**src/rtl/result_drain.sv**
```systemverilog
// Drains an M x K systolic-array result matrix row-major onto an AXI-Stream
// master, BW 32-bit words per beat, then pulses acc_clear/drain_done once.
module result_drain #(
    parameter int M  = 2,
    parameter int K  = 2,
    parameter int BW = 2
) (
    input  logic                           clk,
    input  logic                           rst,
    input  logic                           done_dispatch,
    input  logic                           array_idle,
    input  logic [0:M-1][0:K-1][31:0]      pe_result,
    output logic [BW*32-1:0]               m_tdata,
    output logic                           m_tvalid,
    input  logic                           m_tready,
    output logic                           m_tlast,
    output logic                           acc_clear,
    output logic                           drain_done
);

    localparam int NB = (M * K) / BW;
    localparam int CW = $clog2(NB) + 1;

    localparam logic [1:0] S_IDLE   = 2'd0;
    localparam logic [1:0] S_STREAM = 2'd1;
    localparam logic [1:0] S_CLEAR  = 2'd2;
    localparam logic [1:0] S_HOLD   = 2'd3;

    logic [1:0]         r_state;
    logic [CW-1:0]      r_beat;
    logic [BW*32-1:0]   r_tdata;
    logic               r_tvalid;
    logic               r_tlast;
    logic               r_acc_clear;
    logic               r_drain_done;

    logic [M*K*32-1:0]  w_flat;
    logic [CW-1:0]      w_sel;
    logic [BW*32-1:0]   w_beat_data;
    logic               w_start;
    logic               w_accept;
    logic               w_final;

    // Element e = r*K + c occupies bits [32e +: 32], so beat b is a contiguous slice.
    always_comb begin
        w_flat = '0;
        for (int unsigned r = 0; r < M; r++) begin
            for (int unsigned c = 0; c < K; c++) begin
                w_flat[(r*K + c)*32 +: 32] = pe_result[r][c];
            end
        end
    end

    // Beat to load next: beat 0 from IDLE, otherwise the one after the current.
    assign w_sel = (r_state == S_STREAM) ? r_beat + 1'b1 : '0;

    always_comb begin
        w_beat_data = '0;
        for (int unsigned b = 0; b < NB; b++) begin
            if (w_sel == CW'(b)) begin
                w_beat_data = w_flat[b*BW*32 +: BW*32];
            end
        end
    end

    assign w_start  = done_dispatch & array_idle;
    assign w_accept = r_tvalid & m_tready;
    assign w_final  = (r_beat == CW'(NB - 1));

    always_ff @(posedge clk or posedge rst) begin
        if (rst) begin
            r_state      <= S_IDLE;
            r_beat       <= '0;
            r_tdata      <= '0;
            r_tvalid     <= 1'b0;
            r_tlast      <= 1'b0;
            r_acc_clear  <= 1'b0;
            r_drain_done <= 1'b0;
        end else begin
            r_acc_clear  <= 1'b0;
            r_drain_done <= 1'b0;
            case (r_state)
                S_IDLE: begin
                    if (w_start) begin
                        r_state  <= S_STREAM;
                        r_beat   <= '0;
                        r_tvalid <= 1'b1;
                        r_tdata  <= w_beat_data;
                        r_tlast  <= (NB == 1);
                    end
                end
                S_STREAM: begin
                    if (w_accept) begin
                        if (w_final) begin
                            r_state      <= S_CLEAR;
                            r_tvalid     <= 1'b0;
                            r_tlast      <= 1'b0;
                            r_acc_clear  <= 1'b1;
                            r_drain_done <= 1'b1;
                        end else begin
                            r_beat  <= w_sel;
                            r_tdata <= w_beat_data;
                            r_tlast <= (w_sel == CW'(NB - 1));
                        end
                    end
                end
                S_CLEAR: begin
                    r_state <= S_HOLD;
                end
                S_HOLD: begin
                    if (!done_dispatch) begin
                        r_state <= S_IDLE;
                    end
                end
                default: begin
                    r_state <= S_IDLE;
                end
            endcase
        end
    end

    assign m_tdata    = r_tdata;
    assign m_tvalid   = r_tvalid;
    assign m_tlast    = r_tlast;
    assign acc_clear  = r_acc_clear;
    assign drain_done = r_drain_done;

endmodule

```
**config.mk**
```make
export PLATFORM = sky130hd
export DESIGN_NAME = result_drain
export DESIGN_NICKNAME = d
export VERILOG_FILES = /design/src/rtl/result_drain.sv
export SDC_FILE = /design/constraint.sdc
export NUM_CORES = 1
export LEC_CHECK = 0
export CAP_MARGIN = 25
export CORE_MARGIN = 1
export CORE_UTILIZATION = 30
export DETAILED_ROUTE_END_ITERATION = 8
export DONT_BUFFER_PORTS = 1
export GPL_TIMING_DRIVEN = 0
export SYNTH_ARGS = -nofsm -noshare
export SYNTH_HDL_FRONTEND = slang
export SYNTH_SLANG_ARGS = --single-unit
```
**constraint.sdc**
```tcl
create_clock -name clk -period 2.5 [get_ports clk]
set_input_delay 0.375 -clock clk [delete_from_list [all_inputs] [get_ports clk]]
set_output_delay 0.375 -clock clk [all_outputs]
set_load 0.005 [all_outputs]
```
# ---- Yosys cells after proc, flatten, opt, wreduce, memory -nomap -nowiden
# Index checks and enable logic that the tools add are counted.
dict set report classes {
  n_addsub 1
  mul 0
  div 0
  order_cmp 0
  n_eq_ne 10
  n_shift 0
  muxes 27
  n_bitwise 2
  reduce_logical 7
}
# op count
set op_table {}
lappend op_table {{$mux 64} 5}
lappend op_table {{$pmux 64 s2} 1}
lappend op_table {{$mux 2} 8}
lappend op_table {{$reduce_and 4->1} 3}
lappend op_table {{$ne 2x2->1 const B} 5}
lappend op_table {{$mux 1} 9}
lappend op_table {{$pmux 2 s4} 1}
lappend op_table {{$eq 2x1->1 const B} 3}
lappend op_table {{$eq 2x2->1 const B} 2}
lappend op_table {{$logic_not 2->1} 2}
lappend op_table {{$pmux 1 s2} 2}
lappend op_table {{$pmux 2 s2} 1}
lappend op_table {{$reduce_and 3->1} 1}
lappend op_table {{$add 2x1->2 const B} 1}
lappend op_table {{$and 1x1->1} 2}
lappend op_table {{$reduce_bool 2->1} 1}
dict set report word_totals {
  reg_bits 71
  latch_bits 0
  mem_bits_rw 0
  mem_bits_ro 0
  in_bits 133
  out_inout_bits 68
  word_cells 53
  memories 0
}

# ---- Logic depth before layout (Yosys ltp)
# Gate-level depths: netlist (run 1).
dict set report depth {
  word_depth 8
  ltp_mapped 8
  mapped_depth_nobuf 5
}

# ---- Least setup slack after synthesis (run 1)
# Ideal clock, no wire load.
dict set report synth_path {
  path_type {register to register}
  from {register r_state[0]}
  to {register r_tdata[0], in the netlist m_tdata[0]}
  setup_ns 0.096
  arrival_ns 1.844
  required_ns 2.404
  setup_slack_ns 0.561
  path_stages_with_launch 8
  n_path_buf 2
  period_less_slack_ns 1.939
  path_cell_list {dfrtp_1 -> inv_1 -> ha_1 -> a21boi_1 -> or4_4 -> buf_6 -> buf_6 -> o31ai_1}
}
dict set report synth_between {
  elab_chain_len 8
  elab_cells_between_ends 16
  classes_between {eq/ne: 5; mux: 7; reduce/logical: 4}
}
# element line
set synth_lines {}
lappend synth_lines {{start, declared} 29} ;# logic [1:0] r_state;
lappend synth_lines {{start signal, assigned} 72} ;# r_state <= S_IDLE;
lappend synth_lines {{start signal, assigned} 85} ;# r_state <= S_STREAM;
lappend synth_lines {{start signal, assigned} 95} ;# r_state <= S_CLEAR;
lappend synth_lines {{$eq 2x1->1} {55, 82}}
lappend synth_lines {{$mux 2} 55} ;# assign w_sel = (r_state == S_STREAM) ? r_beat + 1'b1 : '0;
lappend synth_lines {{$logic_not 2->1} 60} ;# if (w_sel == CW'(b)) begin
lappend synth_lines {{$mux 64 (2 in series)} 60}
lappend synth_lines {{$mux 64} 94} ;# if (w_final) begin
lappend synth_lines {{$mux 64} 93} ;# if (w_accept) begin
lappend synth_lines {{$pmux 64 s2} 82} ;# case (r_state)
lappend synth_lines {{end signal, assigned} 88} ;# r_tdata <= w_beat_data;
lappend synth_lines {{end signal, assigned} 102} ;# r_tdata <= w_beat_data;
lappend synth_lines {{end, declared} 31} ;# logic [BW*32-1:0] r_tdata;
# Parallel ways exist; a longest one is shown, timed or not. The select of a mux whose other input is x is not followed.
# A chain may end at the register's enable or synchronous reset.

# ---- Worst setup path after layout (run 1)
dict set report layout_path {
  from {register r_state[1]}
  to {register r_tdata[13], in the netlist m_tdata[13]}
}
# The elaborated chain is that of the path after synthesis.

==> flow_metrics.env, run 1 <==
export IMPL_synth_compound_area_share_pct=27.5
export IMPL_synth_top_family_by_area="compound AO/OA/AOI/OAI gates"
export IMPL_wl_per_cell_um=22.1
export IMPL_hold_slack_ps=184
export IMPL_h_tree_depth=3
export IMPL_grt_ovfl_total=0
export IMPL_rows=41
export IMPL_grt_pass1_vias=3155
export IMPL_dpl_instance_area_um2=4210
export IMPL_dpl_hpwl_mm=8.54
export IMPL_tightest_slew_ps=862
export IMPL_synthFlopType="dfrtp_1"
export IMPL_clkPwrFrac_pct=18.2
export IMPL_die_area_um2=13700
export IMPL_synth_seq_cells=71
export IMPL_ys_warn_count=0
export IMPL_min_delay_path_class="in2reg"
export IMPL_intPower_uw=3870
export IMPL_drv_cap=0
export IMPL_setup_worst_path_end_class="flop"
export IMPL_reg2reg_slack_ps=140
export IMPL_placed_cells=520
export IMPL_r2r_cells=8
export IMPL_p_sw_share_pct=43.5
export IMPL_synthCells=347
export IMPL_regArea_um2=1780
export IMPL_setup_viol=0
export IMPL_preCtsSetupSlack_ps=-72.7
export IMPL_status="finished clean"
export IMPL_design_core_area_um2=12800
export IMPL_final_layout_size_suffix_gt1_share_pct=10.5
export IMPL_power_density_nw_per_um2=1510
export IMPL_tns_ps=0
export IMPL_grt_pass1_wl_mm=17.5
export IMPL_layout_min_cycle_time_ps=2360
export IMPL_slew_limit_headroom_pct=41.1
export IMPL_rsz0062_at_grt="no"
export IMPL_min_path_cells=1
export IMPL_p_seq_share_pct=32.1
export IMPL_globalplace_congestion=0.736
export IMPL_die_w_um=117
export IMPL_fin_nets=500
export IMPL_multiInputGateArea_um2=1950
export IMPL_synth_cell_type_count=22
export IMPL_syn_area_um2=3980
export IMPL_synthAdderAreaFrac_pct=2.20
export IMPL_yosysSeqAreaShare_pct=44.7
export IMPL_synth_edff_count=0
export IMPL_worst_path_max_fanout=10
export IMPL_r2r_end="m_tdata[13]$_DFFE_PP0P_"
export IMPL_numClockSinks=71
export IMPL_crit_arrival_ps=2560
export IMPL_path_class="reg2reg"
export IMPL_fmax_ghz=0.424
export IMPL_vias=3148
export IMPL_pwr_share_comb_pct=49.7
export IMPL_clk_pin_slew_ps=60
export IMPL_start_kind="flop"
export IMPL_final_cell_area_um2=4520
export IMPL_clockBufferDepth=2
export IMPL_clkLatencyLatePin_ps=340
export IMPL_fill_cells=1276
export IMPL_io_buffers=0
export IMPL_num_antenna_cells=0
export IMPL_final_setup_skew_ps=6.56
export IMPL_worst_slack_ps=144
export IMPL_drt_pass1_iter_count=4
export IMPL_cts_tree="done"
export IMPL_grt_max_degree=40
export IMPL_p_sw_uw=2970
export IMPL_cts_inserted_buffers=9
export IMPL_track_usage_pct=17.4
export IMPL_ant_nets=0
export IMPL_syn2layout_area_growth_pct=13.7
export IMPL_num_io_pins=201
export IMPL_synth_simple_area_share_pct=1.70
export IMPL_power_leakage_uw=0.00172
export IMPL_syn_nets=487
export IMPL_routed_wl_mm=11.8
export IMPL_drt_iter0_drc=172
export IMPL_cts_root_buffer="clkbuf_16"
export IMPL_rr_startpoint="r_state[1]$_DFFE_PP0P_"
export IMPL_avgSynthCellArea_um2=11.5
export IMPL_synthXorXnorAreaFrac_pct=0
export IMPL_drc=0
export IMPL_antenna_found_initial=0
export IMPL_finalCritPeriodShare_pct=94.2
export IMPL_hold_viol=0
export IMPL_post_cts_setup_buffer_count=0
export IMPL_final_common_cell="dfrtp_1"
export IMPL_ir_drop_mv=0.427
export IMPL_die_y_um=117
export IMPL_initial_core_util_pct=31.1
export IMPL_muxShareOfSynthArea_pct=17.5
export IMPL_via_per_inst=5.88
export IMPL_crit_required_ps=2700
export IMPL_final_cell_mix="71 x dfrtp_1, 66 x mux2i_1, 65 x o41ai_1, 65 x o31ai_1, 32 x clkbuf_1"
export IMPL_slew_violations=0
export IMPL_hold_start="m_tready"
export IMPL_final_cells=535
export IMPL_async_flop_share_pct=100
export IMPL_holdPathEnd="drain_done$_DFF_PP0_"
## synthesized netlist by cell type (2+ instances only)
master,count,area (µm²)
buf_6,5,56.3
buf_2,5,25.0
mux2_2,3,33.8
dfrtp_1,71,1780
ha_1,7,87.6
clkbuf_1,37,139
o41ai_1,65,569
mux2i_1,66,661
nor2b_1,4,25.0
nor2_1,2,7.51
o31ai_1,65,488
inv_1,5,18.8
buf_1,3,11.3
## per-layer routing
layer	GRT usage (%)	share of wire [%]
met1	20.0	40
met2	29.7	50
met3	6.49	8.5
met4	5.91	1.6
met5	0	0
## worst max path at each step
stage | from | end | slack, ps | depth (start not counted)
3_3_place_gp | rst | m_tdata[47]$_DFFE_PP0P_ | -560 | 1
4_1_cts | r_state[1]$_DFFE_PP0P_ | m_tdata[13]$_DFFE_PP0P_ | 7 | 8
2_1_floorplan | rst | drain_done$_DFF_PP0_ | 330 | 1
5_1_grt | r_state[1]$_DFFE_PP0P_ | m_tdata[13]$_DFFE_PP0P_ | 6 | 8
6_report | r_state[1]$_DFFE_PP0P_ | m_tdata[13]$_DFFE_PP0P_ | 140 | 8
3_5_place_dp | r_state[0]$_DFFE_PP0P_ | m_tdata[13]$_DFFE_PP0P_ | -70 | 7
## power by group through the flow
stage                     clock, µW  combinational [µW]  sequential (µW)
after global routing           1320                3780             2270
after detailed placement          0                3420             2220
final                          1240                3400             2200
after global placement            0                3290             2210
after floorplan                   0                2630             2060
after CTS                      1270                3420             2210
## timing repair
action	CTS	global route
resized for setup	1	12
setup endpoints to repair	23	45
hold buffers	1	0
pin swaps	0	0
hold endpoints to repair	32	0
## logic make-up (layout without fill, tap and decap cells)
| kind of cell | after synthesis | after routing |
|---|---|---|
| flops | 71 | 71 |
| compound gates | 133 | 133 |
| mux | 69 | 69 |
| buf+inv | 56 | 72 |
| fa+ha+maj | 7 | 7 |
| simple gates | 11 | 11 |
## flip-flops by register name, summed over array words and instances (netlist names)
register    count
m_tdata        64
drain_done      1
r_state         2
r_beat          2
m_tvalid        1
m_tlast         1
## critical path: stages, from the launching register on
cell      delay, ps
dfrtp_1         410
inv_1           150
ha_1            210
nor2b_1         200
clkbuf_1        170
clkbuf_4        310
buf_2           360
mux2i_1         300
o31ai_1          90
## final cells by class
class,instances,area share (%)
Sequential cell,71,39.3
Multi-Input combinational cell,220,43.0
Inverter,5,0.470
Clock buffer,14,6.28
Tap cell,172,4.76
Timing Repair Buffer,2,0.664
Buffer,51,5.51
## through the flow
step / utilization (%) / total power, µW
after global placement: 32.8 / 5500
after CTS: 35.3 / 6900
after floorplan: - / 4690
after detailed placement: 33.0 / 5630
final: 35.4 / 6840
after global routing: 35.4 / 7370
Power figures use the tool's default switching activity.
==> inputs of run 2 (changes only) <==
- GPL_TIMING_DRIVEN: 0 -> unset
==> run 2 against run 1 <==
Effect of this change: first-iteration DRC count decreased by 3.5%; clock power grew 13%; cell count fell by 6.9%; largest cell class unchanged; highest routed layer unchanged.
==> flow_metrics.env, run 2 (same netlist as run 1, synthesis figures left out) <==
export IMPL_largest_register_ff_count=64
export IMPL_worst_path_max_fanout=32
export IMPL_p_seq_share_pct=32.2
export IMPL_intPower_uw=3960
export IMPL_final_layout_size_suffix_gt1_share_pct=12.0
export IMPL_post_cts_setup_buffer_count=0
export IMPL_num_antenna_cells=0
export IMPL_drt_iter0_drc=166
export IMPL_drv_cap=0
export IMPL_cts_root_buffer="clkbuf_16"
export IMPL_final_setup_skew_ps=7.26
export IMPL_dpl_hpwl_mm=6.82
export IMPL_antenna_found_initial=0
export IMPL_start_kind="flop"
export IMPL_topRoutingLayerUsed="met4"
export IMPL_design_core_area_um2=12800
export IMPL_crit_chain="inv_1, ha_1, a21boi_4, or4_4, buf_12, o31ai_1"
export IMPL_p_total_uw=6820
export IMPL_final_cells=498
export IMPL_clockBufferDepth=2
export IMPL_reg2reg_slack_ps=200
export IMPL_cts_resized_gates=0
export IMPL_final_common_cell="dfrtp_1"
export IMPL_wl_met1_mm=4.66
export IMPL_grt_pass1_vias=3004
export IMPL_final_cell_mix="71 x dfrtp_1, 66 x mux2i_1, 65 x o41ai_1, 65 x o31ai_1, 11 x buf_4"
export IMPL_p_sw_uw=2860
export IMPL_cts_tree="done"
export IMPL_drc=0
export IMPL_numClockSinks=71
export IMPL_slew_limit_headroom_pct=48.8
export IMPL_setup_worst_path_end_class="flop"
export IMPL_rows=41
export IMPL_die_area_um2=13700
export IMPL_power_leakage_uw=0.00169
export IMPL_clkLatencyLatePin_ps=340
export IMPL_tns_ps=0
export IMPL_crit_arrival_ps=2530
export IMPL_r2r_end="m_tdata[55]$_DFFE_PP0P_"
export IMPL_via_per_inst=6.02
export IMPL_power_density_nw_per_um2=1530
export IMPL_ant_nets=0
export IMPL_path_class="reg2reg"
export IMPL_setup_viol=0
export IMPL_drt_pass1_iter_count=4
export IMPL_grt_ovfl_total=0
export IMPL_cts_inserted_buffers=9
export IMPL_crit_required_ps=2730
export IMPL_placed_cells=482
export IMPL_p_sw_share_pct=41.9
export IMPL_wl_per_cell_um=21.8
export IMPL_initial_core_util_pct=31.1
export IMPL_min_delay_path_class="in2async"
export IMPL_tightest_slew_ps=769
export IMPL_slowest_delay_ps=720
export IMPL_slew_violations=0
export IMPL_die_w_um=117
export IMPL_endpoint="m_tdata[55]$_DFFE_PP0P_"
export IMPL_clkPwrFrac_pct=20.6
export IMPL_grt_max_degree=68
export IMPL_globalplace_congestion=0.660
export IMPL_num_io_pins=201
export IMPL_status="finished clean"
export IMPL_rr_startpoint="r_state[1]$_DFFE_PP0P_"
export IMPL_clk_pin_slew_ps=60
export IMPL_fin_nets=461
export IMPL_cts_hold_buf=0
export IMPL_dr_wl_met3_um=892
export IMPL_die_y_um=117
export IMPL_pwr_share_comb_pct=47.2
export IMPL_io_buffers=0
export IMPL_fmax_ghz=0.435
export IMPL_ir_drop_mv=0.550
export IMPL_hold_viol=0
export IMPL_syn2layout_area_growth_pct=12.1
export IMPL_h_tree_depth=3
export IMPL_critPathSlowestCell="or4_4"
export IMPL_vias=2999
export IMPL_track_usage_pct=15.9
export IMPL_finalCritPeriodShare_pct=91.9
export IMPL_route_met2_wl_mm=5.22
export IMPL_rsz0062_at_grt="no"
export IMPL_grt_pass1_wl_mm=16.4
export IMPL_layout_min_cycle_time_ps=2300
export IMPL_utilization_pct=34.9
export IMPL_routed_wl_mm=10.9
export IMPL_cp_startpoint="r_state[1]$_DFFE_PP0P_"
export IMPL_r2r_cells=6
==> run 2: cell count changes in the layout (fill, tap and decap cells not counted), sizes merged <==
cell,change
clkbuf,-39
bufinv,+2
dlygate4sd3,-1
clkinv,+1
==> run 2: cell type report <==
class / instances / area, µm²
clock inverter: 3 / 65.1
sequential: 71 / 1780
fill: 1277 / 8320
timing repair buffer: 14 / 143
inverter: 5 / 18.8
multi-input combinational: 220 / 1980
clock buffer: 13 / 260
tap: 172 / 215
==> run 2: power groups by stage <==
stage	Clock [µW]	Sequential [µW]	Combinational, µW
final	1400	2190	3220
after global routing	1490	2270	3590
after CTS	1440	2210	3260
after detailed placement	0	2220	3260
after global placement	0	2210	3140
after floorplan	0	2060	2630
==> run 2: through the flow <==
stage	area, µm²	hold slack, ps	setup slack [ps]
3_5_place_dp	4130	428	178
5_1_grt	4460	86.9	61.3
2_1_floorplan	3980	479	328
3_3_place_gp	4130	425	300
4_1_cts	4460	61.8	171
6_report	4460	42.5	203
==> run 2: worst max-delay path, delay by kind of cell, from the launching register on <==
| family | cells | cell delay, ps |
|---|---|---|
| adder cells (fa/ha/maj) | 1 | 270 |
| AND/OR/NAND/NOR | 1 | 720 |
| buffers and inverters | 2 | 340 |
| flip-flops | 1 | 380 |
| AO/OA/AOI/OAI | 2 | 460 |
==> run 2: routing by layer <==
layer	GRT usage, %	vias up
met5	0	-
met4	5.06	0
li1	-	1357
met3	5.72	10
met2	26.4	146
met1	19.3	1486
==> run 2: worst min-delay path by stage <==
stage | cells past startpoint | endpoint | slack (ps)
4_1_cts | 1 | m_tdata[32]$_DFFE_PP0P_ | 60
6_report | 1 | r_beat[0]$_DFFE_PP0P_ | 40
3_3_place_gp | 1 | m_tdata[22]$_DFFE_PP0P_ | 430
3_5_place_dp | 1 | m_tdata[22]$_DFFE_PP0P_ | 430
2_1_floorplan | 1 | r_beat[1]$_DFFE_PP0P_ | 480
5_1_grt | 1 | m_tdata[24]$_DFFE_PP0P_ | 90
==> inputs of run 3 (changes only) <==
- CTS_CLUSTER_SIZE: unset -> 12
- REMOVE_ABC_BUFFERS: unset -> 1
==> run 3 against run 2 <==
Effect of this change: wire length up 0.72%; utilization down 0.32 points; sequential power about the same; register-to-register slack better by 30 ps; non-clock buffer count unchanged; fmax up 1.2%; cell count unchanged; worst hold slack worse by 33 ps; via count down 0.37%.
==> flow_metrics.env, run 3 (same netlist as run 1, synthesis figures left out) <==
export IMPL_status="finished clean"
export IMPL_drt_iter0_drc=120
export IMPL_crit_required_ps=2720
export IMPL_clkLatencyLatePin_ps=340
export IMPL_crit_arrival_ps=2490
export IMPL_num_io_pins=201
export IMPL_vias=2988
export IMPL_initial_core_util_pct=31.1
export IMPL_track_usage_pct=16.4
export IMPL_final_common_cell="dfrtp_1"
export IMPL_fill_cells=1297
export IMPL_final_cells=498
export IMPL_via_per_inst=6.00
export IMPL_start_kind="flop"
export IMPL_placed_cells=482
export IMPL_ir_drop_mv=0.773
export IMPL_finalCritPeriodShare_pct=90.8
export IMPL_slew_limit_headroom_pct=49.4
export IMPL_clockBufferDepth=2
export IMPL_critPathSlowestCell="a2111oi_0"
export IMPL_slowest_delay_ps=430
export IMPL_routed_wl_mm=10.9
export IMPL_drt_pass1_iter_count=4
export IMPL_hold_viol=0
export IMPL_post_cts_setup_buffer_count=0
export IMPL_tightest_slew_ps=758
export IMPL_layout_min_cycle_time_ps=2270
export IMPL_path_class="reg2reg"
export IMPL_cts_tree="done"
export IMPL_dpl_hpwl_mm=7.01
export IMPL_rsz0062_at_grt="no"
export IMPL_cts_root_buffer="clkbuf_16"
export IMPL_h_tree_depth=3
export IMPL_ant_nets=0
export IMPL_worst_path_max_fanout=40
export IMPL_final_layout_size_suffix_gt1_share_pct=12.6
export IMPL_wl_per_cell_um=22.0
export IMPL_crit_chain="inv_1, ha_1, a21boi_4, buf_4, a2111oi_0, buf_4, mux2_2"
export IMPL_clk_pin_slew_ps=50
export IMPL_num_antenna_cells=0
export IMPL_grt_ovfl_total=0
export IMPL_drv_cap=0
export IMPL_final_setup_skew_ps=3.47
export IMPL_grt_pass1_wl_mm=16.7
export IMPL_io_buffers=0
export IMPL_syn2layout_area_growth_pct=11.0
export IMPL_p_total_uw=6610
export IMPL_setup_viol=0
export IMPL_grt_max_degree=68
export IMPL_final_cell_mix="71 x dfrtp_1, 66 x mux2i_1, 65 x o41ai_1, 65 x o31ai_1, 12 x buf_4"
export IMPL_die_area_um2=13700
export IMPL_setup_worst_path_end_class="flop"
export IMPL_regArea_um2=1780
export IMPL_power_density_nw_per_um2=1500
export IMPL_design_core_area_um2=12800
export IMPL_slew_violations=0
export IMPL_numClockSinks=71
export IMPL_die_w_um=117
export IMPL_cts_inserted_buffers=9
export IMPL_cp_common_cell="buf_4"
export IMPL_globalplace_congestion=0.709
export IMPL_antenna_found_initial=0
export IMPL_grt_pass1_vias=2916
export IMPL_drc=0
export IMPL_rows=41
export IMPL_fmax_ghz=0.441
export IMPL_fin_nets=461
export IMPL_multiInputGateArea_um2=1980
export IMPL_cts_hold_buf=0
export IMPL_largest_register_ff_count=64
export IMPL_min_delay_path_class="in2async"
export IMPL_die_y_um=117
export IMPL_power_leakage_uw=0.00168
export IMPL_cts_resized_gates=0
[run 3: cell types whose count changed in the layout (fill, tap and decap cells not counted), moves of 2 or more]
cell       change
clkinv_2       +3
clkbuf_1       -2
clkbuf_8       +2
bufinv_16      -2
[run 3: final timing paths]
path,to,cells past startpoint,start,slack (ps)
min in group clk,drain_done$_DFF_PP0_,1,m_tready,210
setup reg to reg,r_state[1]$_DFFE_PP0P_,7,r_state[1]$_DFFE_PP0P_,230
hold / removal,r_beat[0]$_DFFE_PP0P_,1,rst,10
hold reg to reg,r_beat[1]$_DFFE_PP0P_,1,r_beat[1]$_DFFE_PP0P_,510
setup / recovery,r_state[1]$_DFFE_PP0P_,7,r_state[1]$_DFFE_PP0P_,230
max in group asynchronous,m_tdata[34]$_DFFE_PP0P_,2,rst,1880
[run 3: metal layers]
layer	GRT usage, %	part of all wire, %
met3	5.77	8.4
met2	26.7	49
met5	0	0
met4	6.58	1.7
met1	19.8	41
[run 3: power by group]
| group | internal (µW) | switching, µW | leakage (µW) |
|---|---|---|---|
| sequential | 1730 | 469 | 0.000886 |
| clock | 774 | 471 | 0.000151 |
| combinational | 1260 | 1900 | 0.000641 |
| total | 3770 | 2840 | 0.00168 |
[run 3: per-stage QoR]
stage	setup TNS (ps)	area (µm²)	hold slack, ps	worst slack, ps	utilization, %
after global routing	0	4410	51.1	106	34.6
after floorplan	-205790	3740	479	-3020	-
final	0	4410	9.77	231	34.6
after global placement	0	4120	385	281	32.2
after detailed placement	0	4120	387	265	32.2
after CTS	0	4410	24.0	235	34.6
[run 3: critical path: cells and delay by family (launching register included)]
family                   cells  cell delay (ps)
AO/OA/AOI/OAI                2              600
buffers and inverters        3              580
flip-flops                   1              390
multiplexers                 1              320
adder cells (fa/ha/maj)      1              260
[run 3: final cells by class]
class | instances | area share (%)
multi-input combinational | 220 | 44.8
sequential | 71 | 40.2
clock buffer | 13 | 6.35
tap | 172 | 4.88
timing repair buffer | 14 | 2.95
inverter | 5 | 0.454
clock inverter | 3 | 0.340
